**config.mk**
```make
export PLATFORM = sky130hd
export DESIGN_NAME = pipelined_adder_seg_flat
export DESIGN_NICKNAME = d
export VERILOG_FILES = /design/src/rtl/pipelined_adder_seg_if.sv /design/src/rtl/pipelined_adder_seg.sv /design/src/flat_wrapper.sv
export SDC_FILE = /design/constraint.sdc
export NUM_CORES = 1
export LEC_CHECK = 0
export ABC_AREA = 1
export BUFFER_PORTS_ARGS = -buffer_cell sky130_fd_sc_hd__buf_2
export CORE_UTILIZATION = 58
export CTS_CLUSTER_DIAMETER = 80
export DETAILED_ROUTE_END_ITERATION = 10
export PLACE_DENSITY = 0.78
export SYNTH_ARGS = -nofsm -noshare
export SYNTH_HDL_FRONTEND = slang
export SYNTH_SLANG_ARGS = --single-unit
```
**constraint.sdc**
```tcl
create_clock -name clk -period 2.42 [get_ports clk]
set_clock_uncertainty 0.1 [all_clocks]
set_input_delay 0.484 -clock clk [delete_from_list [all_inputs] [get_ports clk]]
set_output_delay 0.484 -clock clk [all_outputs]
set_load 0.01 [all_outputs]
```
**src/rtl/pipelined_adder_seg_if.sv**
```systemverilog
// Operand/result handshake bundle for pipelined_adder_seg.
// ADDER_OVF_EN adds the registered signed-overflow flag to the result side.
interface pipelined_adder_seg_if #(
    parameter int unsigned N = 24
);
    logic         in_valid;
    logic         in_ready;
    logic [N-1:0] input1;
    logic [N-1:0] input2;
    logic         carry_in;
    logic         sub;
    logic         out_valid;
    logic         out_ready;
    logic [N-1:0] answer;
    logic         carry_out;
`ifdef ADDER_OVF_EN
    logic         overflow;
`endif

    modport slave (
        input  in_valid, input1, input2, carry_in, sub, out_ready,
`ifdef ADDER_OVF_EN
        output overflow,
`endif
        output in_ready, out_valid, answer, carry_out
    );

    modport master (
        output in_valid, input1, input2, carry_in, sub, out_ready,
`ifdef ADDER_OVF_EN
        input  overflow,
`endif
        input  in_ready, out_valid, answer, carry_out
    );
endinterface

```
**src/rtl/pipelined_adder_seg.sv**
```systemverilog
// Segmented pipelined adder/subtractor: one SEG-bit carry segment per stage, STAGES = N/SEG.
// Optional `define ADDER_OVF_EN exposes a registered two's-complement overflow flag.
module pipelined_adder_seg #(
    parameter int unsigned N   = 24,
    parameter int unsigned SEG = 6
) (
    input logic                  clk,
    input logic                  rst_n,
    pipelined_adder_seg_if.slave bus
);
    localparam int unsigned STAGES = N / SEG;
    localparam int unsigned LAST   = STAGES - 1;

    logic         r_vld   [STAGES];
    logic         r_carry [STAGES];
    logic [N-1:0] r_sum   [STAGES];
    logic [N-1:0] r_a     [STAGES];
    logic [N-1:0] r_b     [STAGES];

    logic         w_en;
    logic         w_v_in  [STAGES];
    logic         w_c_in  [STAGES];
    logic [N-1:0] w_a_in  [STAGES];
    logic [N-1:0] w_b_in  [STAGES];
    logic [N-1:0] w_s_in  [STAGES];
    logic [N-1:0] w_s_nx  [STAGES];
    logic [SEG:0] w_seg   [STAGES];

    assign w_en          = !r_vld[LAST] || bus.out_ready;
    assign bus.in_ready  = w_en;
    assign bus.out_valid = r_vld[LAST];
    assign bus.answer    = r_sum[LAST];
    assign bus.carry_out = r_carry[LAST];

    // Stage k sees either the conditioned inputs (k=0) or stage k-1's registers.
    always_comb begin
        w_v_in[0] = bus.in_valid;
        w_a_in[0] = bus.input1;
        w_b_in[0] = bus.input2 ^ {N{bus.sub}};
        w_c_in[0] = bus.carry_in ^ bus.sub;
        w_s_in[0] = '0;
        for (int unsigned k = 1; k < STAGES; k++) begin
            w_v_in[k] = r_vld[k-1];
            w_a_in[k] = r_a[k-1];
            w_b_in[k] = r_b[k-1];
            w_c_in[k] = r_carry[k-1];
            w_s_in[k] = r_sum[k-1];
        end
        for (int unsigned k = 0; k < STAGES; k++) begin
            w_seg[k]  = {1'b0, w_a_in[k][k*SEG +: SEG]}
                      + {1'b0, w_b_in[k][k*SEG +: SEG]}
                      + {{SEG{1'b0}}, w_c_in[k]};
            w_s_nx[k] = w_s_in[k];
            w_s_nx[k][k*SEG +: SEG] = w_seg[k][SEG-1:0];
        end
    end

    // Data registers load only with a valid beat so the output holds its last result through bubbles.
    always_ff @(posedge clk or negedge rst_n) begin
        if (!rst_n) begin
            for (int unsigned k = 0; k < STAGES; k++) begin
                r_vld[k]   <= 1'b0;
                r_carry[k] <= 1'b0;
                r_sum[k]   <= '0;
                r_a[k]     <= '0;
                r_b[k]     <= '0;
            end
        end else if (w_en) begin
            for (int unsigned k = 0; k < STAGES; k++) begin
                r_vld[k] <= w_v_in[k];
                if (w_v_in[k]) begin
                    r_carry[k] <= w_seg[k][SEG];
                    r_sum[k]   <= w_s_nx[k];
                    r_a[k]     <= w_a_in[k];
                    r_b[k]     <= w_b_in[k];
                end
            end
        end
    end

`ifdef ADDER_OVF_EN
    logic r_ovf;
    logic w_ovf_nx;

    // Carry into the MSB is recovered from the MSB sum bit and its operand bits.
    always_comb begin
        w_ovf_nx = w_a_in[LAST][N-1] ^ w_b_in[LAST][N-1] ^ w_seg[LAST][SEG-1] ^ w_seg[LAST][SEG];
    end

    always_ff @(posedge clk or negedge rst_n) begin
        if (!rst_n) begin
            r_ovf <= 1'b0;
        end else if (w_en && w_v_in[LAST]) begin
            r_ovf <= w_ovf_nx;
        end
    end

    assign bus.overflow = r_ovf;
`endif

endmodule
```
**src/flat_wrapper.sv**
```systemverilog
// flat-port wrapper written by rule: the top's interface ports become plain ports
module pipelined_adder_seg_flat 
#(
    parameter int unsigned N   = 24,
    parameter int unsigned SEG = 6
)
  (clk, rst_n, bus_in_valid, bus_input1, bus_input2, bus_carry_in, bus_sub, bus_out_ready, bus_in_ready, bus_out_valid, bus_answer, bus_carry_out);
  pipelined_adder_seg_if #(.N(N)) bus_i ();
  input logic clk;
  input logic rst_n;
  input wire logic [$bits(bus_i.in_valid)-1:0] bus_in_valid;
  input wire logic [$bits(bus_i.input1)-1:0] bus_input1;
  input wire logic [$bits(bus_i.input2)-1:0] bus_input2;
  input wire logic [$bits(bus_i.carry_in)-1:0] bus_carry_in;
  input wire logic [$bits(bus_i.sub)-1:0] bus_sub;
  input wire logic [$bits(bus_i.out_ready)-1:0] bus_out_ready;
  output wire logic [$bits(bus_i.in_ready)-1:0] bus_in_ready;
  output wire logic [$bits(bus_i.out_valid)-1:0] bus_out_valid;
  output wire logic [$bits(bus_i.answer)-1:0] bus_answer;
  output wire logic [$bits(bus_i.carry_out)-1:0] bus_carry_out;
  assign bus_i.in_valid = bus_in_valid;
  assign bus_i.input1 = bus_input1;
  assign bus_i.input2 = bus_input2;
  assign bus_i.carry_in = bus_carry_in;
  assign bus_i.sub = bus_sub;
  assign bus_i.out_ready = bus_out_ready;
  assign bus_in_ready = bus_i.in_ready;
  assign bus_out_valid = bus_i.out_valid;
  assign bus_answer = bus_i.answer;
  assign bus_carry_out = bus_i.carry_out;
  pipelined_adder_seg #(.N(N), .SEG(SEG)) u_core (.clk(clk), .rst_n(rst_n), .bus(bus_i));
endmodule
```
==> metrics.md <==
| Metric | Value |
|---|---|
| Avg Synthesized Cell Area | 8.99 um^2 |
| Vias per cell | 4.99 |
| Number of warnings reported in the yosys synthesis log | 0 |
| Overflow left after global routing | 0 |
| Half-perimeter wire length after placement | 8.48 mm |
| Remaining routing DRC violations | 0 |
| Number of antenna violations at the first check in global routing | 0 |
| Top Ports | 81 |
| Final WL | 12.0 mm |
| Final weighted congestion in routability-driven placement | 0.814 |
| Hold-fix buffers at CTS | 1 |
| Outcome | finished clean |
| Routed via count | 4689 |
| Area Growth Syn to Fin | 14.2% |
| Largest fanout on the critical path | 2 |
| Actual transition at the worst max-transition pin | 0.700 ns |
| Placed cell count | 906 |
| Number of buffers inserted by port buffering | 80 |
| Critical path class | reg -> reg |
| Final-report hold violation count | 0 |
| Final standard cell count with taps included and fillers excluded | 939 |
| Sequential cell area fraction in the yosys report | 0.532 |
| Antenna diodes | 0 |
| Count of nets after finishing | 868 |
| Placement-stage worst setup slack | 0.134 ns |
| Syn_nets | 814 |
| Cells after Synth | 732 |
| Vias in the first global route | 4603 |
| Shortest period the worst path allows | 2.01 ns |
| Total placed instance area | 6870 um^2 |
| First-pass GRT wire length | 20.7 mm |
| Power per cell area | 1270 nW/um^2 |
| Required time of the worst setup path | 2.61 ns |
| Highest-count cells in the layout ignoring fill and taps | sky130_fd_sc_hd__nand2_1, sky130_fd_sc_hd__dfrtp_1, sky130_fd_sc_hd__o21ai_0, sky130_fd_sc_hd__buf_2, sky130_fd_sc_hd__inv_1 |
| Post-route antenna net violation count | 0 |
| Die extent in x | 109 um |
| Placement Rows | 38 |
| Tightest slew margin relative to the limit | 0.533 |
| Post-synthesis cell type count | 24 |
| WL/cell | 12.8 um |
| Die Y | 109 um |
| Final instance area | 7510 um^2 |
| Number of clock sinks | 140 |
| Post-route setup slack | 0.415 ns |
| Number of gates resized after CTS | 0 |
| Clock latency of the later-clocked register in the worst-skew pair | 0.41 ns |
| Path type of the worst min-delay path | in -> reg |
| Critical path arrival | 2.19 ns |
| Multi-input gate area in the final layout | 2460 um^2 |
| Final standard cell utilization of the core | 0.687 |
| Clk pin slew, worst setup/hold paths | 0.06 ns |
| Number of buffers added by the clock tree synthesis step | 17 |
| H-tree lvl count | 4 |
| Setup TNS after final layout | 0 ns |
| Sort of element at the start of the critical path | register |
| GRT Resource Usage Total | 0.227 |
| Number of fillers in the final layout | 844 |
| Fin. max-slew vios | 0 |
| Max VDD drop | 0.000606 V |
| Final setup vio count | 0 |
| Number of DRC markers in iteration 0 | 231 |
| First-pass iteration count of the detailed router | 4 |
| Most common cell after layout, fill and taps aside | sky130_fd_sc_hd__nand2_1 |
| Fraction of final layout cells sized beyond drive strength 1 | 0.160 |
| Leak Pwr | 4.01 nW |
| RSZ-0062 raised after global routing | no |
| Ratio of final minimum period to clock period | 0.829 |
| Largest net degree at the start of global routing | 61 |
| Core outline area | 10900 um^2 |
| Number of buffers on the longest clock path | 2 |
| Number of storage elements in the synthesis netlist | 140 |
| FMAX | 499 MHz |
| Number of max-capacitance violations reported | 0 |
| Critical path endpoint category | register |
| Starting utilization of the core area | 0.602 |
| Die Footprint | 11800 um^2 |
| Number of setup buffers added after CTS | 0 |
| Area taken by flip-flops and latches | 3500 um^2 |
| Netlist area before placement | 6580 um^2 |
| CTS tree | built |
| Cell chosen for the clock root | sky130_fd_sc_hd__clkbuf_16 |
sequential cells by signal, summed over array words and instances, names as in the netlist:
register              flops
u_core.bus.carry_out      1
u_core.r_vld              3
u_core.bus.answer        24
u_core.r_a               36
u_core.r_sum             36
u_core.r_carry            3
u_core.bus.out_valid      1
u_core.r_b               36
final timing paths:
check | cells past startpoint | startpoint | slack [ns] | endpoint
max in group asynchronous | 3 | rst_n | 1.02 | u_core.r_a[80]$_DFFE_PN0P_
hold reg to reg | 2 | u_core.bus.answer[4]$_DFFE_PN0P_ | 0.37 | u_core.bus.answer[4]$_DFFE_PN0P_
setup reg to reg | 6 | u_core.r_b[42]$_DFFE_PN0P_ | 0.41 | u_core.bus.carry_out$_DFFE_PN0P_
min in group asynchronous | 2 | rst_n | 0.51 | u_core.r_a[93]$_DFFE_PN0P_
setup / recovery | 6 | u_core.r_b[42]$_DFFE_PN0P_ | 0.41 | u_core.bus.carry_out$_DFFE_PN0P_
hold / removal | 3 | bus_input1[10] | 0.17 | u_core.r_a[82]$_DFFE_PN0P_
synth_stat cells:
master | instances | area [um^2]
sky130_fd_sc_hd__nand2_1 | 261 | 980
sky130_fd_sc_hd__dfrtp_1 | 140 | 3500
sky130_fd_sc_hd__o21ai_0 | 79 | 395
sky130_fd_sc_hd__inv_1 | 66 | 248
sky130_fd_sc_hd__buf_4 | 28 | 210
sky130_fd_sc_hd__nand3_1 | 25 | 125
sky130_fd_sc_hd__ha_1 | 20 | 250
sky130_fd_sc_hd__xor2_1 | 19 | 166
sky130_fd_sc_hd__buf_2 | 15 | 75.1
sky130_fd_sc_hd__o21ai_1 | 12 | 60.1
sky130_fd_sc_hd__nor2_1 | 11 | 41.3
sky130_fd_sc_hd__a21oi_1 | 9 | 45.0
sky130_fd_sc_hd__fa_1 | 8 | 160
sky130_fd_sc_hd__xnor2_1 | 8 | 70.1
sky130_fd_sc_hd__clkbuf_1 | 6 | 22.5
sky130_fd_sc_hd__a21o_1 | 5 | 37.5
sky130_fd_sc_hd__nand3b_1 | 5 | 37.5
sky130_fd_sc_hd__buf_6 | 4 | 45.0
sky130_fd_sc_hd__inv_2 | 3 | 11.3
sky130_fd_sc_hd__nor2_8 | 3 | 60.1
sky130_fd_sc_hd__a31oi_1 | 2 | 12.5
sky130_fd_sc_hd__nor2_2 | 1 | 6.26
sky130_fd_sc_hd__nor2_4 | 1 | 11.3
sky130_fd_sc_hd__or2_2 | 1 | 6.26
logic make-up (layout without fill, tap and decap cells):
kind of cell,count (synthesis),in the layout,synth area share
DFF,140,140,0.532
xor gates and xnor gates,27,27,0.0359
buffers and inverters,122,189,0.0930
AOI/OAI and AO/OA,107,107,0.0837
and+or+nand+nor,308,308,0.193
adders and majority gates,28,28,0.0624
final cells by class:
type,count,area share
clock buffers,18,0.0585
clock inverters,14,0.0253
multi-input cells,470,0.328
well taps,140,0.0233
repair buffers,88,0.0641
inverters,69,0.0345
flip-flops and latches,140,0.466
report_power, final:
part           total, mW  switching (mW)  leakage, nW  internal, mW
logic               3.08            1.94         1.95          1.14
clock network       2.71           0.956        0.306          1.75
registers           3.74           0.467         1.75          3.28
through the flow:
step                hold slack [ns]  total power, mW
finish                        0.172             9.53
detailed placement            0.357             6.81
floorplan                    0.0884             6.18
global route                  0.166             10.2
CTS                           0.159             9.58
global placement              0.354             6.60
per-layer routing:
metal | up-vias | track usage | routed length, um
met2 | 114 | 0.350 | 5570
met4 | 0 | 0.0772 | 141
met3 | 14 | 0.0567 | 607
li1 | 2386 | - | -
met5 | - | 0 | 0
met1 | 2175 | 0.316 | 5700
critical path: stages (launching register included):
cell,delay (ns)
sky130_fd_sc_hd__dfrtp_1,0.40
sky130_fd_sc_hd__fa_1,0.49
sky130_fd_sc_hd__fa_1,0.44
sky130_fd_sc_hd__nand3_1,0.12
sky130_fd_sc_hd__a21oi_1,0.10
sky130_fd_sc_hd__o21ai_0,0.18
sky130_fd_sc_hd__nand2_1,0.07
Power figures use the tool's default switching activity.
